`config.mk`:
```
export PLATFORM = sky130hd
export DESIGN_NAME = pcs_sync_fsm_param
export DESIGN_NICKNAME = d
export VERILOG_FILES = /design/src/rtl/pcs_sync_pkg.sv /design/src/rtl/cg_classify.sv /design/src/rtl/pcs_sync_fsm_param.sv
export SDC_FILE = /design/constraint.sdc
export NUM_CORES = 1
export LEC_CHECK = 0
export ABC_AREA = 1
export CAP_MARGIN = 5
export CORE_MARGIN = 2
export CORE_UTILIZATION = 35
export DETAILED_ROUTE_END_ITERATION = 10
export PLACE_DENSITY = 0.62
export SLEW_MARGIN = 20
export SYNTH_ARGS = -nofsm -noshare
export SYNTH_HDL_FRONTEND = slang
export SYNTH_HIERARCHICAL = 1
export SYNTH_SLANG_ARGS = --single-unit
```
`constraint.sdc`:
```
create_clock -name clk -period 5.17 [get_ports clk]
set_input_delay 0.517 -clock clk [delete_from_list [all_inputs] [get_ports clk]]
set_output_delay 0.517 -clock clk [all_outputs]
set_load 0.01 [all_outputs]
```
`src/rtl/pcs_sync_pkg.sv`:
```
// Shared types and constants for the PCS code-group synchronisation block.
package pcs_sync_pkg;

  typedef enum logic [1:0] {
    LOSS_OF_SYNC  = 2'd0,
    ACQUIRE_SYNC  = 2'd1,
    SYNC_ACQUIRED = 2'd2
  } sync_state_e;

  localparam logic [9:0] K28_5_NEG = 10'b0011111010;
  localparam logic [9:0] K28_5_POS = 10'b1100000101;

  typedef struct packed {
    logic comma;
    logic invalid;
    logic rd_next;  // 1: positive running disparity after this group
  } cg_class_t;

  function automatic logic [3:0] popcount10(input logic [9:0] v);
    logic [3:0] n;
    n = 4'd0;
    for (int i = 0; i < 10; i++) begin
      n = n + {3'b000, v[i]};
    end
    return n;
  endfunction

endpackage

```
`src/rtl/cg_classify.sv`:
```
// Combinational code-group classifier: comma detect, disparity check and
// next running disparity. Holds no state.
module cg_classify
  import pcs_sync_pkg::*;
(
  input  logic [9:0] code_group_i,
  input  logic       rd_i,
  input  logic       in_loss_i,
  output cg_class_t  class_o
);

  logic [3:0] ones;
  logic       disp_neg;
  logic       disp_zero;
  logic       disp_pos;
  logic       comma;
  logic       rd_err;

  always_comb begin
    ones      = popcount10(code_group_i);
    disp_neg  = (ones == 4'd4);
    disp_zero = (ones == 4'd5);
    disp_pos  = (ones == 4'd6);
    comma     = (code_group_i == K28_5_NEG) || (code_group_i == K28_5_POS);

    // Commas re-establish disparity, so they are never flagged for an RD error.
    rd_err = !in_loss_i && !comma && ((disp_pos && rd_i) || (disp_neg && !rd_i));

    class_o.comma   = comma;
    class_o.invalid = !(disp_neg || disp_zero || disp_pos) || rd_err;

    if (in_loss_i && comma) begin
      class_o.rd_next = disp_pos;
    end else if (disp_zero) begin
      class_o.rd_next = rd_i;
    end else begin
      class_o.rd_next = !rd_i;
    end
  end

endmodule

```
`src/rtl/pcs_sync_fsm_param.sv`:
```
// PCS code-group synchronisation FSM (8b/10b receive path).
// Optional SYNC_STATS_EN adds saturating loss/acquire event counters.
module pcs_sync_fsm_param
  import pcs_sync_pkg::*;
#(
  parameter int unsigned N_ACQ  = 3,
  parameter int unsigned N_LOSS = 4,
  parameter int unsigned N_GOOD = 3,
  parameter int unsigned STAT_W = 16
) (
  input  logic              clk,
  input  logic              mr_main_reset,
  input  logic              mr_loopback,
  input  logic              signal_detect,
  input  logic [9:0]        code_group,
  output logic [9:0]        SUDI,
  output logic              code_sync_status,
  output logic              rx_even
`ifdef SYNC_STATS_EN
  ,
  output logic [STAT_W-1:0] loss_cnt,
  output logic [STAT_W-1:0] acq_cnt
`endif
);

  localparam int unsigned AcqW  = $clog2(N_ACQ + 1);
  localparam int unsigned BadW  = $clog2(N_LOSS + 1);
  localparam int unsigned GoodW = $clog2(N_GOOD + 1);

  localparam logic [AcqW-1:0]  AcqLast  = AcqW'(N_ACQ - 1);
  localparam logic [BadW-1:0]  BadLast  = BadW'(N_LOSS - 1);
  localparam logic [GoodW-1:0] GoodLast = GoodW'(N_GOOD - 1);
  localparam logic [AcqW-1:0]  AcqOne   = AcqW'(1);
  localparam logic [BadW-1:0]  BadOne   = BadW'(1);
  localparam logic [GoodW-1:0] GoodOne  = GoodW'(1);

  sync_state_e      state_q, state_d;
  logic [AcqW-1:0]  acq_q, acq_d;
  logic [BadW-1:0]  bad_q, bad_d;
  logic [GoodW-1:0] good_q, good_d;
  logic             rd_q, rd_d;
  logic             rx_even_q, rx_even_d;
  logic             status_q, status_d;
  logic [9:0]       sudi_q;

  cg_class_t cls;
  logic      sigfail;
  logic      cgbad;
  logic      loss_evt;
  logic      acq_evt;

  cg_classify u_classify (
    .code_group_i(code_group),
    .rd_i        (rd_q),
    .in_loss_i   (state_q == LOSS_OF_SYNC),
    .class_o     (cls)
  );

  assign sigfail = !signal_detect && !mr_loopback;
  // A comma arriving while the previous group was even would land in an odd slot.
  assign cgbad   = cls.invalid || (cls.comma && rx_even_q);

  always_comb begin
    state_d   = state_q;
    acq_d     = acq_q;
    bad_d     = bad_q;
    good_d    = good_q;
    rd_d      = cls.rd_next;
    rx_even_d = !rx_even_q;
    loss_evt  = 1'b0;
    acq_evt   = 1'b0;

    if (sigfail) begin
      state_d  = LOSS_OF_SYNC;
      acq_d    = '0;
      bad_d    = '0;
      good_d   = '0;
      rd_d     = rd_q;
      loss_evt = (state_q == SYNC_ACQUIRED);
    end else begin
      unique case (state_q)
        LOSS_OF_SYNC: begin
          if (cls.comma) begin
            rx_even_d = 1'b1;
            acq_d     = AcqOne;
            if (N_ACQ == 1) begin
              state_d = SYNC_ACQUIRED;
              bad_d   = '0;
              good_d  = '0;
              acq_evt = 1'b1;
            end else begin
              state_d = ACQUIRE_SYNC;
            end
          end
        end
        ACQUIRE_SYNC: begin
          if (cgbad) begin
            state_d = LOSS_OF_SYNC;
            acq_d   = '0;
          end else if (cls.comma) begin
            if (acq_q == AcqLast) begin
              state_d = SYNC_ACQUIRED;
              acq_d   = '0;
              bad_d   = '0;
              good_d  = '0;
              acq_evt = 1'b1;
            end else begin
              acq_d = acq_q + AcqOne;
            end
          end
        end
        SYNC_ACQUIRED: begin
          if (cgbad) begin
            good_d = '0;
            if (bad_q == BadLast) begin
              state_d  = LOSS_OF_SYNC;
              bad_d    = '0;
              loss_evt = 1'b1;
            end else begin
              bad_d = bad_q + BadOne;
            end
          end else if (bad_q != '0) begin
            if (good_q == GoodLast) begin
              bad_d  = bad_q - BadOne;
              good_d = '0;
            end else begin
              good_d = good_q + GoodOne;
            end
          end
        end
        default: begin
          state_d = LOSS_OF_SYNC;
          acq_d   = '0;
          bad_d   = '0;
          good_d  = '0;
        end
      endcase
    end

    status_d = (state_d == SYNC_ACQUIRED);
  end

  always_ff @(posedge clk) begin
    if (mr_main_reset) begin
      state_q   <= LOSS_OF_SYNC;
      acq_q     <= '0;
      bad_q     <= '0;
      good_q    <= '0;
      rd_q      <= 1'b0;
      rx_even_q <= 1'b0;
      status_q  <= 1'b0;
      sudi_q    <= '0;
    end else begin
      state_q   <= state_d;
      acq_q     <= acq_d;
      bad_q     <= bad_d;
      good_q    <= good_d;
      rd_q      <= rd_d;
      rx_even_q <= rx_even_d;
      status_q  <= status_d;
      sudi_q    <= code_group;
    end
  end

  assign SUDI             = sudi_q;
  assign code_sync_status = status_q;
  assign rx_even          = rx_even_q;

`ifdef SYNC_STATS_EN
  logic [STAT_W-1:0] loss_cnt_q, loss_cnt_d;
  logic [STAT_W-1:0] acq_cnt_q, acq_cnt_d;

  always_comb begin
    loss_cnt_d = loss_cnt_q;
    acq_cnt_d  = acq_cnt_q;
    if (loss_evt && (loss_cnt_q != '1)) begin
      loss_cnt_d = loss_cnt_q + STAT_W'(1);
    end
    if (acq_evt && (acq_cnt_q != '1)) begin
      acq_cnt_d = acq_cnt_q + STAT_W'(1);
    end
  end

  always_ff @(posedge clk) begin
    if (mr_main_reset) begin
      loss_cnt_q <= '0;
      acq_cnt_q  <= '0;
    end else begin
      loss_cnt_q <= loss_cnt_d;
      acq_cnt_q  <= acq_cnt_d;
    end
  end

  assign loss_cnt = loss_cnt_q;
  assign acq_cnt  = acq_cnt_q;
`else
  logic unused_stats;
  assign unused_stats = loss_evt ^ acq_evt ^ (STAT_W == 0);
`endif

endmodule

```
# Word level (Yosys, flattened, before mapping)
# Index checks and enable logic that the tools add are counted.
# classes
shift	0
bitwise_logic	3
mux	33
div	0
addsub	13
magnitude_cmp	0
n_eq_ne	19
reduce_logical	27
mul	0
# ops
cell	count
2-bit two-way mux	17
4-bit by 1-bit adder with 4-bit output	8
3-bit two-way mux	7
2-bit case mux with 3 select lines	3
4-bit by 3-bit equality test with 1-bit output (second input constant)	3
10-bit equality test (second input constant)	1
10-bit by 8-bit equality test with 1-bit output (second input constant)	1
3-bit by 2-bit != test with 1-bit output (second input constant)	3
3-bit case mux with 3 select lines	1
2-bit equality test (second input constant)	4
2-bit != test (second input constant)	4
1-bit logical AND	7
1-bit logical NOT	7
1-bit logical OR	6
6-bit AND reduction	1
1-bit two-way mux	5
5-bit AND reduction	1
2-bit by 1-bit adder with 2-bit output (second input constant)	2
3-bit by 1-bit adder with 3-bit output (second input constant)	1
3-bit by 2-bit equality test with 1-bit output (second input constant)	1
1-bit NOT	3
3-bit AND reduction	1
3-bit nonzero test	1
3-bit by 1-bit subtractor with 3-bit output (second input constant)	1
6 further kinds	6
# totals
reg_bits	22
output_inout_bits	12
inputBits	14
mem_bits_ro	0
ram_bits	0
latchBits	0
mem_count	0

# Depth between registers and ports, before layout
# Gate-level depths: netlist of the first run.
# logic_depth
depth_word	19
ltp_mapped	23
ltp_nobuf	23

# Hierarchy
# The synthesis of the first run kept the hierarchy.
# modules_own_cells
mod	area_per_inst_um2	n_inst	cells_each	seq_area_each_um2
pcs_sync_fsm_param	968.4	1	135	440.4
cg_classify	427.9	1	67	0.0

# Worst setup path before layout of the first run
# No wires, ideal clock.
# synth_path
path_type	input port to flip-flop
from	in code_group[0]
to	reg good_q[0]
stages	23
arrival_ns	3.822
setup_slack_ns	1.236
cell_sequence	fa_1 -> fa_1 -> inv_1 -> fa_1 -> inv_1 -> ha_1 -> fa_1 -> nor2_2 -> nand3_2 -> nand2_4 -> nand2_1 -> nand2_1 -> nand2_1 -> o21bai_1 -> inv_1 -> nand2_2 -> inv_1 -> nand2_1 -> nand2_2 -> nand2_1 -> nand2_1 -> nand2_1 -> nor2_1
# synth_rtl
element	line	source
from (decl)	pcs_sync_fsm_param.sv:15	input logic [9:0] code_group,
to (signal assigned)	pcs_sync_fsm_param.sv:157	good_q <= good_d;
to (decl)	pcs_sync_fsm_param.sv:40	logic [GoodW-1:0] good_q, good_d;

==> results.md, run 1 <==
- Clock Latency Late Sink: 0.25 ns
- Vias in the first global route: 1062
- NumNets Final: 257
- Placed cell areas: around 1700 um^2
- Gpl congestion: 0.7999
- DRC viols: 0
- Routed WL: 2.587 mm
- Layout cells sized above 1: 7.424%
- Fin area: 1767 um^2
- Hold-fix buffers, CTS: 0
- Hold Path Class: reg2reg
- Antenna violations before repair: 0
- Hold Path Sink: rx_even
- Power share of the combinational group: 36.4%
- Die Y: roughly 67 um
- Worst vdd ir: roughly 0.10 mV
- Final Max Slew Viols: 0
- Kind of critical path: in2reg
- Required time of the worst setup path: 5.33 ns
- Clock tree buffer depth: 2
- Setup violators final: 0
- Min cycle time layout: 4.406 ns
- Slew margin rel.: about 61%
- Setup TNS: 0 ns
- Final Cycle Share: between 80 and 90%
- Post-synthesis register bit count: 22
- Cts bufs inserted: 3
- Final core utilization: between 40 and 50%
- Area Growth Syn to Fin: 26.52%
- Clock power frac: 29.5%
- Initial Util: 37.30%
- CTS Root Buffer Type: clkbuf_8
- Fill cells: about 370
- Post-Layout Cell Count: 277
- Pwr/cell area: 298.1 nW/um^2
- Row cnt: 22
- Cells after synthesis: between 200 and 250
- Hold slack: 0.4955 ns
- Mapped Area: 1396 um^2
- CP max FO: 7
- IO Port Bufs: 25
- Avg Synthesized Cell Area: 6.913 um^2
- Peak Freq: 0.2270 GHz
- P_int: 356.4 uW
- Final hold vios: 0
- Worst-margin pin slew: 0.5801 ns
- Worst R2R Start: state_q[0]
- Max Cap Viol: 0
- RR Endpoint: good_q[0]
- Die span in x: 67.16 um
- Sink Count: 22
- Post-CTS setup buffers: 0
- Post_cts resized: 0
- IO Pins: 26
- Sequential area share after synthesis: between 30% and 40%
- Worst Hold Depth: 1
- Placed cells: 273
- Clock tree from TritonCTS: yes
- Status: finished, final reports clean
- HP Start: rx_even
- Hpwl dp: 2.150 mm
- Avg WL per Cell: 9.339 um
- Initial DRC count: 56
- Syn nets: 229
- First-pass GRT wire length: 4.588 mm
- Pin count of the biggest net entering global routing: 17
- Htree depth: 1
- Reg2reg path depth: 13
- Clock-pin slew on the worst setup and hold paths: about 0.080 ns
- Sw Share: 32.32%
- GRT Residual Overflow: 0
- Core footprint: about 3700 um^2
- Vias: 1161
- Share of total power in sequential cells: 34.0%
- Post-synth cell types: 26
- Leak Pwr: 0.8620 nW
- Diodes inserted: 0
- DRT Pass-1 Iters: 4
- DR vias/cell: roughly 4.2
- Net Sw Power: 170.2 uW
- Final Skew: roughly 0.0016 ns
- R2r setup slk: 3.35 ns
- Worst Path Arrival: between 4 and 5 ns
- CP Launch Type: primary input
- Die area: 4510 um^2
- RSZ-0062 raised after global routing: no
- CP Capture Type: flip-flop
- Routed Antenna Nets: 0
- GRT Overall Usage: 13.00%
- Synth warn: 6
-- flip-flops by register name, summed over array words and instances (netlist names) --
| register | cells |
|---|---|
| SUDI | 10 |
| acq_q | 2 |
| bad_q | 3 |
| code_sync_status | 1 |
| good_q | 2 |
| rd_q | 1 |
| rx_even | 1 |
| state_q | 2 |
-- metrics by stage --
step                      power (mW)  setup WS (ns)
after floorplan               0.3282          1.236
after global placement        0.3730         0.5663
after detailed placement      0.3760         0.4883
after CTS                     0.5334         0.7483
after global routing          0.5714         0.4492
final                         0.5266         0.7644
-- power groups by stage --
stage	Clock, mW	Combinational, mW	Sequential (mW)
2_1_floorplan	0	0.143	0.185
3_3_place_gp	0	0.190	0.183
3_5_place_dp	0	0.193	0.183
4_1_cts	0.160	0.194	0.179
5_1_grt	0.169	0.222	0.180
6_report	0.156	0.192	0.179
-- worst max path at each step --
stage                  start   endpoint  slack (ns)  cells after the start
6_report       code_group[1]  good_q[0]        0.76                     23
5_1_grt        code_group[1]  good_q[1]        0.45                     23
2_1_floorplan  code_group[0]  good_q[0]        1.24                     23
4_1_cts        code_group[1]  good_q[0]        0.75                     23
3_5_place_dp   code_group[1]  good_q[0]        0.49                     24
3_3_place_gp   code_group[7]  good_q[0]        0.57                     23
-- layout by cell type (no fill, tap or decap), drive strengths merged, types with 4 or more instances in the layout --
cell	n
dfxtp	22
nand2	48
ha	7
fa	6
nor2	44
nor3	4
inv	43
o21ai	7
nand3	8
clkdlybuf4s50	25
-- cell usage after synthesis, drive strengths merged --
master / n / share of area, %
a21oi: 2 / 0.72
a31oi: 2 / 0.90
buf: 1 / 0.54
clkbuf: 1 / 0.27
dfxtp: 22 / 32
fa: 6 / 8.6
ha: 7 / 6.3
inv: 43 / 12
nand2: 48 / 14
nand3: 8 / 4.1
nand4: 3 / 1.3
nor2: 44 / 13
nor3: 4 / 1.4
o21ai: 7 / 3.3
o21bai: 1 / 0.54
o31ai: 1 / 0.54
xnor2: 1 / 0.63
xor2: 1 / 0.63
-- per-layer routing --
layer | up-vias | part of all wire [%] | global-route usage, %
li1 | 655 | - | -
met1 | 489 | 54 | 19.84
met2 | 15 | 42 | 18.69
met3 | 2 | 2.4 | 1.167
met4 | 0 | 1.0 | 5.102
met5 | - | 0 | 0
-- layout make-up --
class	instances	area, um^2	share of cell area, %
clock buffers	3	41.29	2.337
clock inverters	1	30.03	1.700
inverters	43	161.4	9.136
multi-input cells	135	783.3	44.33
flip-flops and latches	22	440.4	24.93
well taps	48	60.06	3.399
repair buffers	25	250.2	14.16
-- cells by family after synthesis --
family | count (synthesis) | synth area share, %
buf+inv | 45 | 12.37
flops | 22 | 31.54
compound gates | 13 | 6.004
fa+ha+maj | 13 | 14.87
simple gates | 107 | 33.96
xor+xnor | 2 | 1.255
-- critical path, cell delays in order --
cell and delay (ns):
clkdlybuf4s50_1 0.56, fa_1 0.47, fa_1 0.51, inv_1 0.05, fa_1 0.47, inv_1 0.04
ha_1 0.19, fa_1 0.53, inv_1 0.09, nor2_4 0.09, nand2_1 0.06, nand2_1 0.05
nand2_1 0.05, o21bai_1 0.15, inv_1 0.07, nand2_2 0.13, inv_1 0.11, nand2_1 0.09
nand2_2 0.07, nand2_1 0.12, nand2_1 0.06, nand2_1 0.05, nor2_1 0.04
No activity file was read; power rests on OpenSTA's default activity.
==> inputs of run 2 (changes only) <==
--- a/config.mk
+++ b/config.mk
@@ -11,7 +11,6 @@
 export CORE_UTILIZATION = 35
 export DETAILED_ROUTE_END_ITERATION = 10
 export PLACE_DENSITY = 0.62
-export SLEW_MARGIN = 20
 export SYNTH_ARGS = -nofsm -noshare
 export SYNTH_HDL_FRONTEND = slang
 export SYNTH_HIERARCHICAL = 1
==> constraint.sdc (replaced) <==
create_clock -name clk -period 5.17 [get_ports clk]
set_input_delay 1.034 -clock clk [delete_from_list [all_inputs] [get_ports clk]]
set_output_delay 1.034 -clock clk [all_outputs]
set_load 0.01 [all_outputs]
==> run 2 against run 1 <==
  * Worst setup slack worse by 0.47 ns
  * Clock-buffer cell count stayed put
  * First-iteration DRC count is 3.6% higher
  * Sequential power hardly changed
  * Combinational power is 6% higher
  * Die area stayed put
  * Core utilization is 1.3 points higher
  * Sequential share of layout area is 0.69 points lower
  * Hold slack worse by 0.0077 ns
  * Via count is 6.0% higher
  * Sequential cell count stayed put
  * Wire length is 6.8% higher
  * Critical path type unchanged
  * Critical endpoint is now good_q[1]
==> results.md, run 2 (same netlist as run 1, synthesis figures left out) <==
- Status: finished, final reports clean (unchanged)
- Commonest non-fill, non-tap cell in the layout: nand2_1 (unchanged)
- Final Cycle Share: 94.31% (was 85.21%)
- Initial Util: 37.30% (unchanged)
- Antenna violations before repair: 0 (unchanged)
- Post-CTS setup buffers: 0 (unchanged)
- GR Layer Usage met1: 19.21% (was 19.84%)
- Final Max Slew Viols: 0 (unchanged)
- IO Port Bufs: 25 (unchanged)
- Worst vdd ir: 0.1299 mV (was 0.1039 mV)
- DRC viols: 0 (unchanged)
- R2r setup slk: 3.40 ns (was 3.35 ns)
- Worst Hold Depth: 1 (unchanged)
- Max Cap Viol: 0 (unchanged)
- Sink Count: 22 (unchanged)
- Largest register FFs: 10 (unchanged)
- Most frequent cells in the layout: nand2_1 (44), nor2_1 (41), inv_1 (40) (unchanged)
- Placed cells: 279 (was 273)
- Pin count of the biggest net entering global routing: 17 (unchanged)
- Htree depth: 1 (unchanged)
- Clock Latency Late Sink: 0.26 ns (was 0.25 ns)
- CP Capture Type: flip-flop (unchanged)
- Final core utilization: 48.53% (was 47.19%)
- RSZ-0062 raised after global routing: no (unchanged)
- CP max FO: 6 (was 7)
- Setup violators final: 0 (unchanged)
- Min cycle time layout: 4.876 ns (was 4.406 ns)
- Multi-input gate area: 785.8 um^2 (was 783.3 um^2)
- Die area: 4510 um^2 (unchanged)
- Clock tree buffer depth: 2 (unchanged)
- Vias: 1231 (was 1161)
- Layout cells sized above 1: 10.21% (was 7.424%)
- Routed Antenna Nets: 0 (unchanged)
- Final hold vios: 0 (unchanged)
- IO Pins: 26 (unchanged)
- Routed WL: 2.762 mm (was 2.587 mm)
- Hold Path Sink: rx_even (unchanged)
- Leak Pwr: 0.8985 nW (was 0.8620 nW)
- Row cnt: 22 (unchanged)
- Avg WL per Cell: 9.760 um (was 9.339 um)
- GRT Overall Usage: 13.83% (was 13.00%)
- Worst Path Arrival: 5.04 ns (was 4.56 ns)
- Worst slack, placed: -0.02873 ns (was 0.4883 ns)
- Pwr/cell area: 299.1 nW/um^2 (was 298.1 nW/um^2)
- Core footprint: 3744 um^2 (unchanged)
- Hold-fix buffers, CTS: 0 (unchanged)
- Kind of critical path: in2reg (unchanged)
- GRT Residual Overflow: 0 (unchanged)
- Peak Freq: 0.2051 GHz (was 0.2270 GHz)
- Die span in x: 67.16 um (unchanged)
- Hold Path Class: reg2reg (unchanged)
- Clock tree from TritonCTS: yes (unchanged)
- Area Growth Syn to Fin: 30.11% (was 26.52%)
- Initial DRC count: 58 (was 56)
- CP Launch Type: primary input (unchanged)
- DRT Pass-1 Iters: 4 (unchanged)
- Slew margin rel.: 61.02% (was 61.18%)
- HP Start: rx_even (unchanged)
- Post-Layout Cell Count: 283 (was 277)
- DR vias/cell: 4.350 (was 4.191)
- GR met3 Demand/Resource: 0.5000% (was 1.167%)
- CTS Root Buffer Type: clkbuf_8 (unchanged)
- Die Y: 67.16 um (unchanged)
- Post_cts resized: 0 (unchanged)
- Clock-pin slew on the worst setup and hold paths: 0.08 ns (about the same)
- NumNets Final: 263 (was 257)
- Reg2reg path depth: 13 (unchanged)
- RR Endpoint: good_q[1] (was good_q[0])
- First-pass GRT wire length: 4.871 mm (was 4.588 mm)
- Diodes inserted: 0 (unchanged)
- Global-route layer with the greatest usage: met2 (was met1)
- Register area: 440.4 um^2 (unchanged)
- Final Skew: 0.002494 ns (was 0.001627 ns)
- Worst-margin pin slew: 0.5829 ns (was 0.5801 ns)
- Required time of the worst setup path: 5.33 ns (about the same)
- Hpwl dp: 2.308 mm (was 2.150 mm)
- Worst R2R Start: state_q[0] (unchanged)
- Gpl congestion: 0.8150 (was 0.7999)
- Post-route setup slack: 0.2940 ns (was 0.7644 ns)
- Vias in the first global route: 1171 (was 1062)
- Routing usage on met2: 23.51% (was 18.69%)
- Fill cells: 381 (was 374)
- Cts bufs inserted: 3 (unchanged)
[run 2: changes by cell type in the layout (fill, tap and decap cells not counted)]
cell	delta
fa_2	+1
dlymetal6s2s_1	+1
fa_1	-1
buf_4	+6
clkdlybuf4s50_1	-1
[run 2: routing by layer]
| metal | wire, um | share of wire, % | vias to the layer above |
|---|---|---|---|
| li1 | - | - | 669 |
| met1 | 1414 | 51 | 551 |
| met3 | 33 | 1.2 | 2 |
| met5 | 0 | 0 | - |
| met4 | 27 | 0.98 | 0 |
| met2 | 1286 | 47 | 9 |
[run 2: worst max path at each step]
stage	from	end
after floorplan	code_group[0]	good_q[0]
after global placement	code_group[0]	good_q[0]
after detailed placement	code_group[0]	good_q[1]
after CTS	code_group[0]	good_q[1]
after global routing	code_group[1]	bad_q[1]
final	code_group[5]	good_q[1]
[run 2: through the flow]
stage / total power [mW] / setup TNS, ns / cell area, um^2 / hold slack (ns)
after floorplan: 0.3282 / 0 / 1396 / 0.4642
after global placement: 0.3832 / 0 / 1740 / 0.4817
after detailed placement: 0.3884 / -0.06101 / 1740 / 0.4783
after CTS: 0.5496 / 0 / 1812 / 0.4905
after global routing: 0.5823 / 0 / 1817 / 0.5347
final: 0.5434 / 0 / 1817 / 0.4878
[run 2: critical path, stage by stage]
cell	delay [ns]
clkdlybuf4s50_1	0.46
fa_1	0.54
fa_1	0.51
inv_1	0.05
fa_1	0.47
inv_1	0.04
ha_1	0.19
fa_2	0.55
inv_1	0.07
nor2_4	0.09
nand2_1	0.05
nand2_1	0.05
nand2_1	0.05
o21bai_1	0.16
inv_1	0.07
nand2_2	0.11
inv_1	0.10
nand2_1	0.09
nand2_2	0.07
nand2_1	0.12
nand2_1	0.06
nand2_1	0.05
nor2_1	0.04
[run 2: layout make-up]
class / count / area share, %
Clock inverter: 1 / 1.653
Clock buffer: 3 / 2.273
Tap cell: 48 / 3.306
Timing Repair Buffer: 31 / 16.39
Multi-Input combinational cell: 135 / 43.25
Sequential cell: 22 / 24.24
Inverter: 43 / 8.884
[run 2: where the power goes]
group          internal (mW)  switching, mW  leakage (nW)
clock network          0.103         0.0569        0.0357
registers              0.176        0.00317         0.181
logic                 0.0869          0.117         0.682
total                  0.366          0.177         0.899
